<file path="src/rtl/id_ex_stage_reg.sv">
// ID/EX pipeline register with load-use hazard detection: 1-cycle capture, bubble on flush or stall.
// On a load-use hazard, PC and IF/ID are held for one cycle. A flush overrides the stall.
module id_ex_stage_reg #(
   parameter int XLEN  = 32,
   parameter int CNT_W = 16
) (
   input  logic            clk,
   input  logic            rst_n,
   input  logic [4:0]      if_id_rs1,
   input  logic [4:0]      if_id_rs2,
   input  logic [4:0]      if_id_rd,
   input  logic            id_uses_rs1,
   input  logic            id_uses_rs2,
   input  logic [XLEN-1:0] id_rs1_data,
   input  logic [XLEN-1:0] id_rs2_data,
   input  logic [XLEN-1:0] id_imm,
   input  logic [XLEN-1:0] id_pc,
   input  logic [2:0]      id_funct3,
   input  logic            id_funct7b5,
   input  logic [7:0]      id_ctrl,
   input  logic            flush,
   output logic [4:0]      id_ex_rs1,
   output logic [4:0]      id_ex_rs2,
   output logic [4:0]      id_ex_rd,
   output logic [XLEN-1:0] id_ex_rs1_data,
   output logic [XLEN-1:0] id_ex_rs2_data,
   output logic [XLEN-1:0] id_ex_imm,
   output logic [XLEN-1:0] id_ex_pc,
   output logic [2:0]      id_ex_funct3,
   output logic            id_ex_funct7b5,
   output logic [7:0]      id_ex_ctrl,
   output logic            id_ex_valid,
   output logic            pc_write,
   output logic            if_id_write,
   output logic [CNT_W-1:0] stall_count
);

   logic [4:0]       r_rs1, r_rs2, r_rd;
   logic [XLEN-1:0]  r_rs1_data, r_rs2_data, r_imm, r_pc;
   logic [2:0]       r_funct3;
   logic             r_funct7b5;
   logic [7:0]       r_ctrl;
   logic             r_valid;
   logic [CNT_W-1:0] r_stall_count;

   logic w_memread;
   logic w_load_use;
   logic w_hazard_stall;
   logic w_bubble;

   // id_ctrl packing: {regwrite, memread, memwrite, memtoreg, branch, alusrc, aluop[1:0]}
   assign w_memread = r_ctrl[6];
   assign w_load_use = w_memread && (r_rd != 5'd0) &&
                       ((id_uses_rs1 && (r_rd == if_id_rs1)) ||
                        (id_uses_rs2 && (r_rd == if_id_rs2)));
   assign w_hazard_stall = w_load_use && !flush;
   assign w_bubble       = flush || w_hazard_stall;

   assign pc_write    = !w_hazard_stall;
   assign if_id_write = !w_hazard_stall;

   always_ff @(posedge clk or negedge rst_n) begin
      if (!rst_n) begin
         r_rs1         <= '0;
         r_rs2         <= '0;
         r_rd          <= '0;
         r_rs1_data    <= '0;
         r_rs2_data    <= '0;
         r_imm         <= '0;
         r_pc          <= '0;
         r_funct3      <= '0;
         r_funct7b5    <= 1'b0;
         r_ctrl        <= '0;
         r_valid       <= 1'b0;
         r_stall_count <= '0;
      end else begin
         if (w_bubble) begin
            // Zeroed indices keep the forwarding unit from matching a bubble.
            r_rs1      <= '0;
            r_rs2      <= '0;
            r_rd       <= '0;
            r_rs1_data <= '0;
            r_rs2_data <= '0;
            r_imm      <= '0;
            r_pc       <= '0;
            r_funct3   <= '0;
            r_funct7b5 <= 1'b0;
            r_ctrl     <= '0;
            r_valid    <= 1'b0;
         end else begin
            r_rs1      <= if_id_rs1;
            r_rs2      <= if_id_rs2;
            r_rd       <= if_id_rd;
            r_rs1_data <= id_rs1_data;
            r_rs2_data <= id_rs2_data;
            r_imm      <= id_imm;
            r_pc       <= id_pc;
            r_funct3   <= id_funct3;
            r_funct7b5 <= id_funct7b5;
            r_ctrl     <= id_ctrl;
            r_valid    <= 1'b1;
         end
         if (w_hazard_stall && (r_stall_count != {CNT_W{1'b1}}))
            r_stall_count <= r_stall_count + 1'b1;
      end
   end

   assign id_ex_rs1      = r_rs1;
   assign id_ex_rs2      = r_rs2;
   assign id_ex_rd       = r_rd;
   assign id_ex_rs1_data = r_rs1_data;
   assign id_ex_rs2_data = r_rs2_data;
   assign id_ex_imm      = r_imm;
   assign id_ex_pc       = r_pc;
   assign id_ex_funct3   = r_funct3;
   assign id_ex_funct7b5 = r_funct7b5;
   assign id_ex_ctrl     = r_ctrl;
   assign id_ex_valid    = r_valid;
   assign stall_count    = r_stall_count;

endmodule

</file>
<file path="config.mk">
export PLATFORM = sky130hd
export DESIGN_NAME = id_ex_stage_reg
export DESIGN_NICKNAME = d
export VERILOG_FILES = /design/src/rtl/id_ex_stage_reg.sv
export SDC_FILE = /design/constraint.sdc
export NUM_CORES = 1
export LEC_CHECK = 0
export ABC_AREA = 1
export CAP_MARGIN = 20
export CORE_MARGIN = 2
export CORE_UTILIZATION = 36
export CTS_BUF_LIST = sky130_fd_sc_hd__clkbuf_8 sky130_fd_sc_hd__clkbuf_16
export DETAILED_ROUTE_END_ITERATION = 12
export PLACE_DENSITY = 0.78
export SYNTH_ARGS = -nofsm -noshare
export SYNTH_HDL_FRONTEND = slang
export SYNTH_SLANG_ARGS = --single-unit
</file>
<file path="constraint.sdc">
create_clock -name clk -period 1.7 [get_ports clk]
set_clock_uncertainty 0.15 [all_clocks]
set_input_delay 0.255 -clock clk [delete_from_list [all_inputs] [get_ports clk]]
set_output_delay 0.255 -clock clk [all_outputs]
set_load 0.02 [all_outputs]
</file>
# == Yosys cells after proc, flatten, opt, wreduce, memory -nomap -nowiden ==
# Index checks and enable logic that the tools add are counted.
# classes
n_reduce_logical,11
muxes,11
eq_ne,3
add_sub_neg,1
# ops
cell,count
32-bit 2-to-1 mux,4
"16-bit by 1-bit adder with 16-bit output, second input constant",1
"16-bit != test, second input constant",1
5-bit 2-to-1 mux,3
5-bit == test,2
8-bit 2-to-1 mux,1
1-bit logical AND,6
5-bit nonzero test,1
3-bit 2-to-1 mux,1
1-bit logical NOT,2
1-bit logical OR,2
1-bit 2-to-1 mux,2
# totals
register_bits,172
elab_cells,38
in_bits,160
output_inout_bits,174

# == Depth between registers and ports, before layout ==
# logic_depth
word_depth,7
depth_mapped,11
mapped_depth_nobuf,10

# == Least setup slack after synthesis ==
# No wires, ideal clock.
# synth_path
kind,register to register
start,"register r_stall_count[0], in the netlist stall_count[0]"
end,"register r_stall_count[10], in the netlist stall_count[10]"
period_less_slack_ps,1815
setup_ps,65
required_ps,1485
t_arrival_ps,1600
setup_slack_ps,-115
stages_incl_launch_ff,9
n_path_buf,1
path_cell_list,dfrtp_1 ha_1 nand3_2 nor2_2 nand4_2 nand4_2 buf_4 nand2_1 nand2_1
# synth_via
elab_chain_cells,2
word_cells_on_any_way,3
cone_classes,add/sub: 1; eq/ne: 1; reduce/logical: 1
# synth_rtl
element,line,text
start: declaration,44,logic [CNT_W-1:0] r_stall_count;
start signal: assignment,104,r_stall_count <= r_stall_count + 1'b1;
"parallel branches: the longest is 2 deep, another holds 16-bit by 1-bit adder with 16-bit output",-,
# Parallel ways; which one is timed is not known.
# A chain may end at the register's enable or synchronous reset.

# == Final worst setup path ==
# layout_path
start,"register r_rd[4], in the netlist id_ex_rd[4]"
end,"register r_imm[30], in the netlist id_ex_imm[30]"
# layout_via
elab_chain_cells,7
word_cells_on_any_way,11
cone_classes,eq/ne: 2; mux: 1; reduce/logical: 8
# layout_rtl
element,line,text
start: declaration,38,"logic [4:0] r_rs1, r_rs2, r_rd;"
start signal: assignment,93,r_rd <= if_id_rd;
5-bit == test (on tied branches),"54, 55",
1-bit logical AND (on tied branches),"54, 55",
1-bit logical OR,54,((id_uses_rs1 && (r_rd == if_id_rs1)) ||
1-bit logical AND (*),53,assign w_load_use = w_memread && (r_rd != 5'd0) &&
1-bit logical AND (*),56,assign w_hazard_stall = w_load_use && !flush;
1-bit logical OR (*),57,assign w_bubble = flush || w_hazard_stall;
32-bit 2-to-1 mux (*),77,if (w_bubble) begin
end signal: assignment,96,r_imm <= id_imm;
end: declaration,39,"logic [XLEN-1:0] r_rs1_data, r_rs2_data, r_imm, r_pc;"
# Mark *: on every way between the ends. The rest lies on a longest branch, timed or not.

==> results.ini <==
[yosys]
yosysUniqueCellTypes = 20
yosys-top-cells-area = dfrtp_1 (67%), nor2_1 (10%), inv_1 (9.7%)
ys_ff_latch = 172
synth_cells = 671
ys_seq_area_share_pct = 67.4
synth_common_cells = nor2_1 (173), dfrtp_1 (172), inv_1 (165), nand2_1 (95), buf_4 (19)
netlist.area_leader.share_pct = 67.4
synth_top_cell_by_area = dfrtp_1
syn_nets = 832
async_flop_share_pct = 100
netlist_area_sq_um = 6390
ys_warn_count = 0
synthMostInstantiatedCell = nor2_1
syn_area_per_cell_sq_um = 9.52
yosys_most_used_dff = dfrtp_1
synth_edf_count = 0

[clocking]
clk_pin_slew_ns = 0.07
cts_root_buffer = clkbuf_16
cts_made_buffers = 17
htree_levels = 4
clock_latency_ns = 0.42
clkSinkCount = 172
clock_path_buffers = 2
cts_tree = built

[floorplan]
boundaryPins = 334
coreArea_sq_um = 17300
die_x_um = 137
rows = 48
die_y_um = 137
die_area_sq_um = 18800
initial_core_util_pct = 36.9

[setup_path]
cp.required_ns = 1.91
rrSetupSlack_ns = -0.29
critPathLaunch = id_ex_rd[4]
r2r_end = id_ex_imm[30]
cp-start-kind = flop
reg2reg_from = id_ex_rd[4]
end_kind = flop
crit_arrival_ns = 2.19
cp_max_fo = 7
worstSetupPathType = reg -> reg
crit_path_end = id_ex_imm[30]
rr_worst_depth = 13

[routing]
wl_um = 21400
first_pass_iters = 4
wl_per_cell_um = 16.4
via_count = 5634
viasPerCell = 4.31
initialDrtViolationCount = 199
route.detailed.drc = 0
antenna_left = 0

[timing]
period_minus_slack_ns = 1.99
setup_viol = 176
drv_slew = 0
rsz0062_at_grt = true
finalHoldViolCount = 0
post-route-period-util_pct = 117
slew-limit-headroom_pct = 77.3
fmax_ghz = 0.503
fin_tns_setup_ns = -36.05
tightestPinTransition_ns = 0.341
final.setup.worst_slack_ns = -0.288

[global_route]
grt_pass1_wl_um = 30900
first_global_vias = 5919
grt_max_degree = 52
grt_overflow = 0
gr-usage-all-layers_pct = 22.1
grt_antenna_before_repair = 0

[status]
violations = negative setup slack
outcome = finished, violations left

[cells_and_area]
fillers = 1273
final_area_sq_um = 11900
diodes = 0
area_delta_synth_final_pct = 85.7
nets = 1230
drive_above_1_share_pct = 23.8

[pwr]
p_per_area_nw_per_um2 = 828
total_power_mw = 9.82
p_leak_nw = 6.41
vdd_ir_drop_max_mv = 0.648

[place]
placed_area_sq_um = 10200
io_buffers = 333
hpwl_um = 13800
routabilityCongestion = 0.800

[hold_path]
hp-class = in -> async

[flow_run]
maxCapViolations = 0

==> cells in the final DEF (no fill, tap or decap) <==
| cell | synthesis | layout |
|---|---|---|
| nand4_2 | 2 | 2 |
| clkdlybuf4s15_1 | 0 | 3 |
| clkinv_2 | 0 | 2 |
| bufinv_16 | 0 | 1 |
| dlygate4sd2_1 | 0 | 166 |
| nand2_2 | 1 | 6 |
| nand3_4 | 0 | 1 |
| clkbuf_2 | 0 | 2 |
| dfrtp_1 | 172 | 165 |
| inv_8 | 0 | 1 |
| inv_6 | 0 | 2 |
| o21ai_0 | 2 | 2 |
| ha_2 | 0 | 1 |
| buf_6 | 0 | 8 |
| nor2_4 | 1 | 42 |
| nor2_2 | 1 | 86 |
| inv_2 | 9 | 9 |
| nor3_1 | 3 | 3 |
| clkinvlp_4 | 0 | 4 |
| buf_4 | 19 | 25 |
| inv_1 | 165 | 168 |
| dlygate4sd3_1 | 0 | 1 |
| nor2_1 | 173 | 47 |
| clkinv_4 | 0 | 2 |
| clkdlybuf4s50_1 | 0 | 158 |
| buf_8 | 0 | 1 |
| xnor2_1 | 6 | 6 |
| clkbuf_16 | 0 | 25 |
| buf_16 | 0 | 11 |
| xor2_1 | 6 | 6 |
| nand2_8 | 0 | 4 |
| nand2_1 | 95 | 88 |
| o21ai_1 | 1 | 1 |
| dfrtp_2 | 0 | 7 |
| buf_12 | 0 | 14 |
| nand4_1 | 3 | 3 |
| nand3_1 | 8 | 8 |
| nand3_2 | 2 | 1 |
==> per-stage QoR <==
| step | utilization (%) | cells | worst slack, ns | hold slack, ns |
|---|---|---|---|---|
| final | 68.6 | 1307 | -0.288 | 0.129 |
| after detailed placement | 58.9 | 1237 | -0.552 | 0.0189 |
| after global routing | 68.6 | 1307 | -0.386 | 0.148 |
| after global placement | 58.9 | 1237 | -0.569 | 0.0154 |
| after CTS | 64.4 | 1293 | -0.249 | 0.132 |
| after floorplan | - | 671 | 0.00221 | -0.191 |
==> worst min path at each step <==
| stage | depth (start not counted) | slack (ns) | startpoint | to |
|---|---|---|---|---|
| floorplan | 0 | -0.19 | rst_n | id_ex_ctrl[0] |
| global placement | 1 | 0.02 | rst_n | id_ex_rs1_data[0] |
| detailed placement | 1 | 0.02 | rst_n | id_ex_imm[31] |
| CTS | 2 | 0.13 | rst_n | id_ex_imm[31] |
| global route | 2 | 0.15 | rst_n | id_ex_rs1_data[9] |
| finish | 2 | 0.13 | rst_n | id_ex_rs1_data[9] |
==> cells by family after synthesis <==
group | synth area share, %
AO/OA/AOI/OAI | 0.235
XOR/XNOR | 1.65
adder cells (fa/ha/maj) | 0.196
buffers and inverters | 12.5
flip-flops | 67.4
AND/OR/NAND/NOR | 18.0
==> layout make-up <==
cell class | instances | area (sq um) | area share [%]
multi-input combinational | 307 | 1900 | 16.0
tap | 225 | 282 | 2.37
inverter | 174 | 653 | 5.51
clock buffer | 17 | 425 | 3.59
clock inverter | 15 | 128 | 1.08
timing repair buffer | 397 | 4160 | 35.1
sequential | 172 | 4310 | 36.4
==> sequential cells by signal, indices dropped and copies added (netlist names) <==
register        count
stall_count        16
id_ex_funct3        3
id_ex_rs2           5
id_ex_valid         1
id_ex_rd            5
id_ex_rs2_data     32
id_ex_pc           32
id_ex_imm          32
id_ex_funct7b5      1
id_ex_rs1           5
id_ex_rs1_data     32
id_ex_ctrl          8
==> critical path: stages, from the launching register on <==
cell	delay (ns)
dfrtp_2	0.45
inv_2	0.09
nand2_1	0.05
nand2_1	0.07
nor2_1	0.05
nand3_1	0.08
nand2_2	0.08
buf_4	0.14
buf_6	0.12
nand2_8	0.10
nand2_8	0.10
buf_8	0.17
clkbuf_16	0.16
nor2_2	0.09
==> layer usage <==
metal	track usage (%)	up-vias	part of all wire (%)
met4	8.36	0	3.0
met5	0	-	0
met1	23.1	2665	35
met2	39.5	242	53
li1	-	2683	-
met3	9.09	44	8.5
==> where the power goes <==
part / switching, mW / internal, mW
combinational: 0.904 / 0.882
sequential: 0.0667 / 4.29
clock: 1.65 / 2.02
==> repair_timing <==
action                                 4_1_cts  5_1_grt
buffers inserted                            10       10
endpoints found under the hold margin      172        0
hold buffers                                 1        0
setup endpoints to repair                  331      179
cloned                                      14        8
pin swaps                                    6       13
resized for setup                          234      174
No activity file was read; power rests on OpenSTA's default activity.
